**config.mk**
```make
export PLATFORM = sky130hd
export DESIGN_NAME = vid_in_axi4s_bridge
export DESIGN_NICKNAME = d
export VERILOG_FILES = /design/src/rtl/vid_in_pkg.sv /design/src/rtl/vid_in_fifo.sv /design/src/rtl/vid_in_axi4s_bridge.sv
export SDC_FILE = /design/constraint.sdc
export NUM_CORES = 1
export LEC_CHECK = 0
export ABC_AREA = 1
export CELL_PAD_IN_SITES_DETAIL_PLACEMENT = 0
export CELL_PAD_IN_SITES_GLOBAL_PLACEMENT = 1
export CORE_ASPECT_RATIO = 0.6
export CORE_MARGIN = 2
export CORE_UTILIZATION = 54
export DETAILED_ROUTE_END_ITERATION = 8
export GPL_TIMING_DRIVEN = 0
export PLACE_DENSITY_LB_ADDON = 0.2
export REMOVE_ABC_BUFFERS = 1
export SYNTH_ARGS = -nofsm -noshare
export SYNTH_HDL_FRONTEND = slang
export SYNTH_SLANG_ARGS = --single-unit
```
**constraint.sdc**
```tcl
create_clock -name aclk -period 4.1 [get_ports aclk]
set_input_delay 0.615 -clock aclk [delete_from_list [all_inputs] [get_ports aclk]]
set_output_delay 0.615 -clock aclk [all_outputs]
set_load 0.005 [all_outputs]
```
**src/rtl/vid_in_pkg.sv**
```systemverilog
// vid_in_pkg: shared state type and FIFO entry layout for the video-in bridge
package vid_in_pkg;
  typedef enum logic [0:0] {WAIT_SOF = 1'b0, ACTIVE = 1'b1} state_t;
  localparam int SOF_BIT = 1;
  localparam int LAST_BIT = 0;
  function automatic int entry_width(input int data_width);
    return data_width + 2;
  endfunction
endpackage

```
**src/rtl/vid_in_fifo.sv**
```systemverilog
// vid_in_fifo: synchronous first-word-fall-through FIFO with pointer-based full/empty
module vid_in_fifo #(
  parameter int WIDTH = 18,
  parameter int ADDR_BITS = 5
) (
  input  logic             clk,
  input  logic             rst,
  input  logic             push,
  input  logic             pop,
  input  logic [WIDTH-1:0] din,
  output logic [WIDTH-1:0] dout,
  output logic             full,
  output logic             empty
);
  logic [WIDTH-1:0] mem [2**ADDR_BITS];
  logic [ADDR_BITS:0] wr_ptr, rd_ptr;
  assign full = (wr_ptr[ADDR_BITS] != rd_ptr[ADDR_BITS]) && (wr_ptr[ADDR_BITS-1:0] == rd_ptr[ADDR_BITS-1:0]);
  assign empty = wr_ptr == rd_ptr;
  assign dout = empty ? '0 : mem[rd_ptr[ADDR_BITS-1:0]];
  // pointers advance only on accepted operations; a push into a full FIFO is discarded
  always_ff @(posedge clk) begin
    if (rst) begin
      wr_ptr <= '0;
      rd_ptr <= '0;
    end else begin
      if (push && !full) wr_ptr <= wr_ptr + (ADDR_BITS+1)'(1);
      if (pop && !empty) rd_ptr <= rd_ptr + (ADDR_BITS+1)'(1);
    end
  end
  // storage is not reset; the output is masked while empty
  always_ff @(posedge clk) if (push && !full) mem[wr_ptr[ADDR_BITS-1:0]] <= din;
endmodule

```
**src/rtl/vid_in_axi4s_bridge.sv**
```systemverilog
// vid_in_axi4s_bridge: parallel video capture into an AXI4-Stream video stream
module vid_in_axi4s_bridge
  import vid_in_pkg::*;
#(
  parameter int DATA_WIDTH = 16,
  parameter int FIFO_ADDR_BITS = 5
) (
  input  logic                  aclk,
  input  logic                  rst,
  input  logic                  vid_ce,
  input  logic                  video_de,
  input  logic                  video_vsync,
  input  logic                  video_hsync,
  input  logic [DATA_WIDTH-1:0] video_data,
  output logic [DATA_WIDTH-1:0] m_axis_video_tdata,
  output logic                  m_axis_video_tvalid,
  input  logic                  m_axis_video_tready,
  output logic                  m_axis_video_tuser,
  output logic                  m_axis_video_tlast,
  output logic                  locked,
  output logic                  overflow,
  output logic                  empty
);
  localparam int EW = entry_width(DATA_WIDTH);
  state_t state;
  logic vs_q, vs_edge, hold_v, hold_sof, sof_pending, push, full, unused_hsync;
  logic [DATA_WIDTH-1:0] hold_data;
  logic [EW-1:0] din, dout;
  assign unused_hsync = video_hsync;
  assign vs_edge = vid_ce && video_vsync && !vs_q;
  assign push = vid_ce && (state == ACTIVE) && hold_v;
  assign m_axis_video_tdata = dout[DATA_WIDTH-1:0];
  assign m_axis_video_tuser = dout[DATA_WIDTH+SOF_BIT];
  assign m_axis_video_tlast = dout[DATA_WIDTH+LAST_BIT];
  assign m_axis_video_tvalid = !empty;
  // held pixel is the last of its line when DE drops or a new frame starts
  always_comb begin
    din = EW'(hold_data);
    din[DATA_WIDTH+SOF_BIT] = hold_sof;
    din[DATA_WIDTH+LAST_BIT] = !video_de || vs_edge;
  end
  // vsync history for edge detection, updated only on sampled cycles
  always_ff @(posedge aclk) begin
    if (rst) vs_q <= 1'b0;
    else if (vid_ce) vs_q <= video_vsync;
  end
  // frame lock FSM, lookahead hold register and sticky overflow
  always_ff @(posedge aclk) begin
    if (rst) begin
      state <= WAIT_SOF;
      hold_v <= 1'b0;
      hold_sof <= 1'b0;
      hold_data <= '0;
      sof_pending <= 1'b0;
      overflow <= 1'b0;
      locked <= 1'b0;
    end else begin
      locked <= state == ACTIVE;
      if (push && full) begin
        overflow <= 1'b1;
        state <= WAIT_SOF;
        hold_v <= 1'b0;
        sof_pending <= 1'b0;
      end else if (vid_ce) begin
        if (state == WAIT_SOF) begin
          hold_v <= 1'b0;
          sof_pending <= vs_edge;
          state <= vs_edge ? ACTIVE : WAIT_SOF;
        end else begin
          hold_v <= video_de;
          if (video_de) begin
            hold_sof <= sof_pending || vs_edge;
            hold_data <= video_data;
          end
          sof_pending <= video_de ? 1'b0 : (sof_pending || vs_edge);
        end
      end
    end
  end
  vid_in_fifo #(.WIDTH(EW), .ADDR_BITS(FIFO_ADDR_BITS)) u_fifo (
    .clk(aclk),
    .rst(rst),
    .push(push),
    .pop(m_axis_video_tready),
    .din(din),
    .dout(dout),
    .full(full),
    .empty(empty)
  );
endmodule

```
==> run_results.csv, run 1 <==
group,metric,value,unit
timing,setup_tns,0,ns
worst_setup_path,cp-start-kind,"flop",
timing,hold_viol,0,
yosys,seq_area_frac_synth,0.7051,
global_route,met2_usage,0.4096,
route,drtPass1Iterations,5,
yosys,synth-seq-cells,616,
clock_tree,cts_root_buffer,"clkbuf_16",
global_route,grt_pass1_wl,104300,um
clock_tree,cts_buffer_depth,3,
finish,fin_nets,2415,
worst_setup_path,critical_path.max_fanout,74,
worst_setup_path,end_kind,"output pin",
run,max_cap_violations,0,
global_route,grt_remaining_overflow,0,
timing,setup_viol,0,
yosys,synth_largest_area_cell,"edfxtp_1",
worst_setup_path,crit_buf_inv,4,
min_path,hold_path_startpoint,"overflow$_SDFFE_PP0P_",
global_route,grt_pass1_vias,16189,
route,viasPerCell,5.722,
global_route,grt.met3_usage,0.06332,
finish,synthToLayoutAreaGrowth,13.81,%
min_path,hp-class,"flop to flop",
clock_tree,cts_hold_buf,0,
worst_setup_path,worstReg2RegEnd,"u_fifo.mem[3][4]$_DFFE_PP_",
yosys,syn_area_per_cell,10.84,um^2
worst_setup_path,slowest_delay,0.54,ns
floorplanning,initial_utilization,0.5504,
floorplanning,fp-row-count,61,
floorplanning,die_area,0.04935,mm^2
worst_setup_path,path_delay_family,"buffers and inverters",
worst_setup_path,rrSetupSlack,1.37,ns
finish,final_cells,3059,
global_route,antenna_found_initial,0,
global_route,grt_util_met1,0.4429,
yosys,synthCells,2367,
yosys,synth_top_cell_area_share,0.6739,
timing,min_period,4.038,ns
floorplanning,num_io_pins,45,
worst_setup_path,slowest_stage,"clkdlybuf4s50_1",
placed_design,place_area,0.02701,mm^2
clock_tree,clk_latency,0.60,ns
yosys,yosys_warnings,0,
route,ant_nets,0,
power,ir_worst_vdd,0.3709,mV
yosys,netlist_area,0.02567,mm^2
worst_setup_path,cp_cell_sequence,"buf_16, inv_12, bufbuf_16, nor2_1, o21ai_0, nand3_1, nand3_1, nand2_1, nor2_1, nor2_1, clkdlybuf4s50_1",
yosys,yosysMostFrequentCell,"nand2_1",
route,first_iter_violations,2059,
clock_tree,cts_sinks,616,
timing,fin_crit_sh,0.9848,
yosys,synthTopCellsByArea,"edfxtp_1 67%, nand2_1 9.7%, nor2_1 5.6%, nand3_1 4.8%, dfxtp_1 3.1%",
placed_design,dp_hpwl,36310,um
yosys,netlist_top_cells_count,"665 x nand2_1, 576 x edfxtp_1, 382 x nor2_1, 248 x nand3_1, 115 x o21ai_0",
clock_tree,tritoncts,"built",
route,wl,71660,um
global_route,busiest_layer,"met1",
clock_tree,clk_pin_slew_worst_paths,0.06,ns
worst_setup_path,path_common_cell,"nor2_1",
finish,n_antenna_cell,0,
timing,timing.slew.headroom,0.05899,
power,fin_total_pwr,13050,uW
run_status,status,"completed",
clock_tree,htree_levels,2,
yosys,yosysUniqueCellTypes,32,
clock_tree,cts_buffers,54,
timing,worst_slew_pin_slew,1.410,ns
placed_design,io_buffer_count,43,
finish,drive_gt1_frac,0.08028,
power,p_per_area,446.7,mW/mm^2
worst_setup_path,required,3.48,ns
worst_setup_path,r2r-start,"u_fifo.wr_ptr[2]$_SDFFE_PP0P_",
global_route,track_usage,0.2865,
timing,drv_slew,0,
yosys,synthFlopType,"edfxtp_1",
placed_design,numPlacedInstances,2941,
yosys,synth-async-reset-ratio,0,
power,leakage,0.01107,uW
floorplanning,die_h,172.9,um
route,drc_errors,0,
timing,fmax,247.7,MHz
floorplanning,die_w,285.5,um
route,wl_per_cell,23.43,um
min_path,hold_path_depth,2,
worst_setup_path,arrival,3.42,ns
min_path,hold_end,"overflow$_SDFFE_PP0P_",
worst_setup_path,r2r.worst_path.cells,9,
global_route,grt_max_degree,89,
route,num_vias,17505,
finish,stdcell_area,0.02921,mm^2
yosys,synth-edff-count,576,
placed_design,gp_congestion,0.8456,
floorplanning,coreArea,0.04663,mm^2
timing,fin_skew,0.01953,ns
worst_setup_path,crit_type,"flop to output pin",
-- tightest hold or removal path, delay by kind of cell (launching register included) --
kind / cells / cell delay [ns]
buffers and inverters: 1 / 0.05
DFF: 1 / 0.31
AOI/OAI and AO/OA: 1 / 0.05
-- registers in the layout (all words and copies together) (netlist names), named ones only --
register       cells
locked             1
hold_data         16
hold_sof           1
u_fifo.wr_ptr      6
vs_q               1
hold_v             1
u_fifo.rd_ptr      6
u_fifo.mem       576
sof_pending        1
state              1
overflow           1
-- logic make-up after synthesis --
family,count (synthesis),synth area share
xor gates and xnor gates,11,0.004047
and+or+nand+nor,1312,0.2072
DFF,616,0.7051
adders and majority gates,5,0.002437
AOI/OAI and AO/OA,196,0.03939
buffers and inverters,227,0.04183
-- cell type report --
cell class / count / area, um^2
Sequential cell: 616 / 18110
Fill cell: 3624 / 17420
Multi-Input combinational cell: 1524 / 6645
Timing Repair Buffer: 97 / 1588
Clock buffer: 72 / 1470
Tap cell: 630 / 788.3
Inverter: 92 / 395.4
Clock inverter: 26 / 191.4
Timing Repair inverter: 2 / 17.52
-- layer usage --
metal  wire length [um]  vias to the layer above
li1                   -                     8069
met2              30380                      902
met3               8144                      122
met4               1809                        0
met1              31330                     8412
met5                  0                        -
-- per-stage QoR --
step | hold WS [ns] | setup slack (ns) | utilization
floorplan | 0.4284 | -6.904 | -
global placement | 0.4383 | -19.24 | 0.5609
detailed placement | 0.4540 | -0.6517 | 0.5793
CTS | 0.4637 | 0.01695 | 0.6220
global route | 0.4903 | -0.001232 | 0.6264
finish | 0.4583 | 0.06232 | 0.6264
-- worst max-delay path by stage --
stage | startpoint | endpoint | slack [ns] | cells past startpoint
floorplan | flop | m_axis_video_tdata[12] | -6.90 | 9
global placement | flop | m_axis_video_tdata[12] | -19.24 | 9
detailed placement | flop | m_axis_video_tdata[12] | -0.65 | 12
CTS | flop | m_axis_video_tuser | 0.02 | 10
global route | flop | m_axis_video_tdata[4] | -0.001 | 12
finish | flop | m_axis_video_tdata[14] | 0.06 | 11
-- where the power goes --
part	internal, uW	switching [uW]
Sequential	6850	70.3
Clock	2690	2230
Combinational	400	810
Total	9940	3110
-- placed cells by master, fill, tap and decap left out, types with 2 or more instances in the layout --
| cell type | netlist | routed |
|---|---|---|
| clkbuf_16 | 0 | 60 |
| buf_6 | 7 | 3 |
| a21oi_1 | 30 | 30 |
| nor2_1 | 382 | 345 |
| nand2_1 | 665 | 665 |
| bufbuf_16 | 0 | 5 |
| inv_2 | 4 | 3 |
| clkbuf_8 | 0 | 3 |
| edfxtp_1 | 576 | 576 |
| dfxtp_1 | 40 | 32 |
| inv_12 | 0 | 2 |
| nand2_4 | 4 | 4 |
| clkdlybuf4s50_1 | 0 | 43 |
| o21ai_1 | 39 | 39 |
| ha_1 | 5 | 5 |
| nor2_4 | 0 | 9 |
| bufinv_16 | 0 | 3 |
| clkbuf_1 | 36 | 14 |
| xnor2_1 | 2 | 2 |
| buf_8 | 0 | 19 |
| buf_16 | 0 | 18 |
| nand3_1 | 248 | 248 |
| nand2_2 | 2 | 2 |
| clkinv_1 | 3 | 14 |
| inv_1 | 84 | 83 |
| buf_4 | 27 | 2 |
| o21ai_0 | 115 | 115 |
| xor2_1 | 8 | 8 |
| o211ai_1 | 12 | 12 |
| inv_6 | 0 | 3 |
| buf_12 | 0 | 2 |
| dfxtp_2 | 0 | 5 |
| nor2_2 | 3 | 31 |
| clkinv_2 | 0 | 9 |
| dfxtp_4 | 0 | 3 |
| nand3_4 | 1 | 2 |
| nor3_1 | 2 | 2 |
-- timing repair --
item / in CTS / in global routing
buffers inserted: 4 / 0
cloned: 9 / 5
resized for setup: 12 / 6
pin swaps: 0 / 0
setup endpoints to repair: 18 / 16
Note: power is estimated with default switching activity, not from simulation.
==> inputs of run 2 (changes only) <==
- CTS_CLUSTER_SIZE: default -> 10
- SYNTH_HIERARCHICAL: default -> 1
==> run 2 against run 1 <==
Critical endpoint is now m_axis_video_tdata[9]. Non-clock buffer count up 5. Routed wire length decreased by 0.81%. Setup slack better by 0.0028 ns. Clock power up 13%. Die area grew 2.3%. Highest routed layer unchanged. Critical path type unchanged. Flip-flop and latch count is the same. Sequential share of layout area fell by 1.9 points. Critical path depth is 5 lower.
==> run_results.csv, run 2 <==
group,metric,value,unit
yosys,netlist_top_cells_count,"740 x nand2_1, 576 x edfxtp_1, 307 x nand3_1, 244 x nor2_1, 224 x inv_1",
clock_tree,clk_pin_slew_worst_paths,0.05,ns
yosys,syn_area_per_cell,10.62,um^2
clock_tree,clk_latency,0.60,ns
yosys,synth-async-reset-ratio,0,
worst_setup_path,r2r-start,"u_fifo/wr_ptr[2]$_SDFFE_PP0P_",
placed_design,gp_congestion,0.7903,
floorplanning,die_w,288.8,um
timing,fin_ws,0.06512,ns
timing,drv_slew,0,
power,ir_worst_vdd,0.3418,mV
finish,fin_nets,2548,
placed_design,place_ws,-0.3899,ns
worst_setup_path,cp-start-kind,"flop",
clock_tree,htree_levels,3,
timing,worst_slew_pin_slew,1.378,ns
global_route,grt_pass1_wl,102500,um
clock_tree,tritoncts,"built",
run,max_cap_violations,0,
floorplanning,initial_utilization,0.5480,
min_path,hold_end,"overflow$_SDFFE_PP0P_",
timing,fin_skew,0.02134,ns
worst_setup_path,required,3.48,ns
run_status,status,"completed",
yosys,yosysUniqueCellTypes,32,
power,p_per_area,467.7,mW/mm^2
finish,final_common_cell,"nand2_1",
floorplanning,die_area,0.05049,mm^2
global_route,antenna_found_initial,0,
route,wl_per_cell,22.34,um
yosys,synthTopCellsByArea,"edfxtp_1 66%, nand2_1 11%, nand3_1 5.8%, nor2_1 3.5%, inv_1 3.2%",
timing,fmax,247.8,MHz
finish,synthToLayoutAreaGrowth,14.62,%
worst_setup_path,rrSetupSlack,1.44,ns
yosys,synth_largest_area_cell,"edfxtp_1",
timing,hold_viol,0,
global_route,track_usage,0.2766,
yosys,netlist_area,0.02627,mm^2
floorplanning,die_h,174.9,um
worst_setup_path,end_kind,"output pin",
clock_tree,cts_root_buffer,"clkbuf_16",
yosys,seq_area_frac_synth,0.6889,
yosys,yosys_warnings,6,
clock_tree,cts_sinks,616,
min_path,hold_path_startpoint,"overflow$_SDFFE_PP0P_",
route,wl,71080,um
placed_design,dp_hpwl,36030,um
worst_setup_path,arrival,3.42,ns
finish,largest_register_ff_count,576,
finish,drive_gt1_frac,0.08104,
yosys,synthCells,2474,
timing,rsz0062_at_grt,"no",
route,ant_nets,0,
route,drtPass1Iterations,6,
finish,stdcell_area,0.03011,mm^2
timing,setup_viol,0,
floorplanning,coreArea,0.04794,mm^2
global_route,grt_remaining_overflow,0,
timing,timing.slew.headroom,0.08003,
finish,mostFrequentLayoutCells,"739 x nand2_1, 576 x edfxtp_1, 307 x nand3_1",
worst_setup_path,r2r.worst_path.cells,8,
placed_design,place_area,0.02767,mm^2
timing,min_period,4.035,ns
route,drc_errors,0,
floorplanning,fp-row-count,62,
route,viasPerCell,5.635,
yosys,synth-edff-count,576,
clock_tree,cts_hold_buf,0,
route,num_vias,17929,
placed_design,io_buffer_count,43,
global_route,grt_pass1_vias,16554,
min_path,hp-class,"flop to flop",
yosys,synth-seq-cells,616,
yosys,yosysMostFrequentCell,"nand2_1",
worst_setup_path,worstReg2RegEnd,"u_fifo/mem[5][2]$_DFFE_PP_",
finish,n_antenna_cell,0,
clock_tree,cts_buffer_depth,3,
timing,hold_ws,0.4477,ns
worst_setup_path,critical_path.max_fanout,36,
floorplanning,num_io_pins,45,
global_route,grt_max_degree,82,
worst_setup_path,crit_type,"flop to output pin",
clock_tree,cts_buffers,71,
timing,fin_crit_sh,0.9841,
yosys,synthFlopType,"edfxtp_1",
power,leakage,0.01170,uW
min_path,hold_path_depth,2,
route,first_iter_violations,2130,
yosys,synth_top_cell_area_share,0.6584,
run 2: where the power goes:
group	internal, uW	leakage (uW)	switching [uW]
registers	6850	0.00514	74.6
clock network	3200	0.000943	2340
logic	569	0.00561	1040
total	10600	0.0117	3460
run 2: per-stage QoR:
step	power, uW	utilization	std cells	TNS, ns
2_1_floorplan	7947	-	2342	-130.50
3_3_place_gp	8535	0.5575	3025	-434.73
3_5_place_dp	8401	0.5771	3065	-3.832
4_1_cts	14060	0.6236	3172	0
5_1_grt	14570	0.6281	3182	0
6_report	14080	0.6281	3182	0
run 2: final cells by class:
class                           count  area (um^2)
Clock inverter                      4        46.29
Clock buffer                       91         1894
Multi-Input combinational cell   1490         6626
Tap cell                          640        800.8
Timing Repair inverter              3        28.78
Inverter                          236        935.9
Fill cell                        3685        17830
Sequential cell                   616        18110
Timing Repair Buffer              102         1669
run 2: worst max-delay path, stage by stage (launching register included):
cell and delay (ns):
dfxtp_2 0.74, clkinv_2 0.82, nand3_1 0.33, nand2_1 0.14, nor2_1 0.23, nor2_2 0.10, clkdlybuf4s50_1 0.45
run 2: how the worst max path moves through the flow:
stage	start	end	cells after the start
2_1_floorplan	flop	m_axis_video_tdata[0]	7
3_5_place_dp	flop	m_axis_video_tuser	13
3_3_place_gp	flop	m_axis_video_tdata[3]	9
5_1_grt	flop	m_axis_video_tdata[9]	6
6_report	flop	m_axis_video_tdata[9]	6
4_1_cts	flop	m_axis_video_tdata[7]	12
run 2: cells by family after synthesis:
group | count (synthesis) | synth area share
AO/OA/AOI/OAI | 148 | 0.03010
AND/OR/NAND/NOR | 1327 | 0.2113
flip-flops | 616 | 0.6889
buffers and inverters | 368 | 0.06349
XOR/XNOR | 10 | 0.003906
adder cells (fa/ha/maj) | 5 | 0.002381
run 2: metal layers:
| layer | vias up | GRT usage | routed length, um |
|---|---|---|---|
| li1 | 8310 | - | - |
| met1 | 8629 | 0.4185 | 31390 |
| met2 | 861 | 0.4122 | 31190 |
| met3 | 129 | 0.05157 | 6874 |
| met4 | 0 | 0.07625 | 1634 |
| met5 | - | 0 | 0 |
run 2: what timing repair did:
item | CTS | global route
setup endpoints to repair | 18 | 18
gates resized for setup | 10 | 5
cloned | 7 | 8
pin swaps | 0 | 0
buffers inserted | 5 | 2
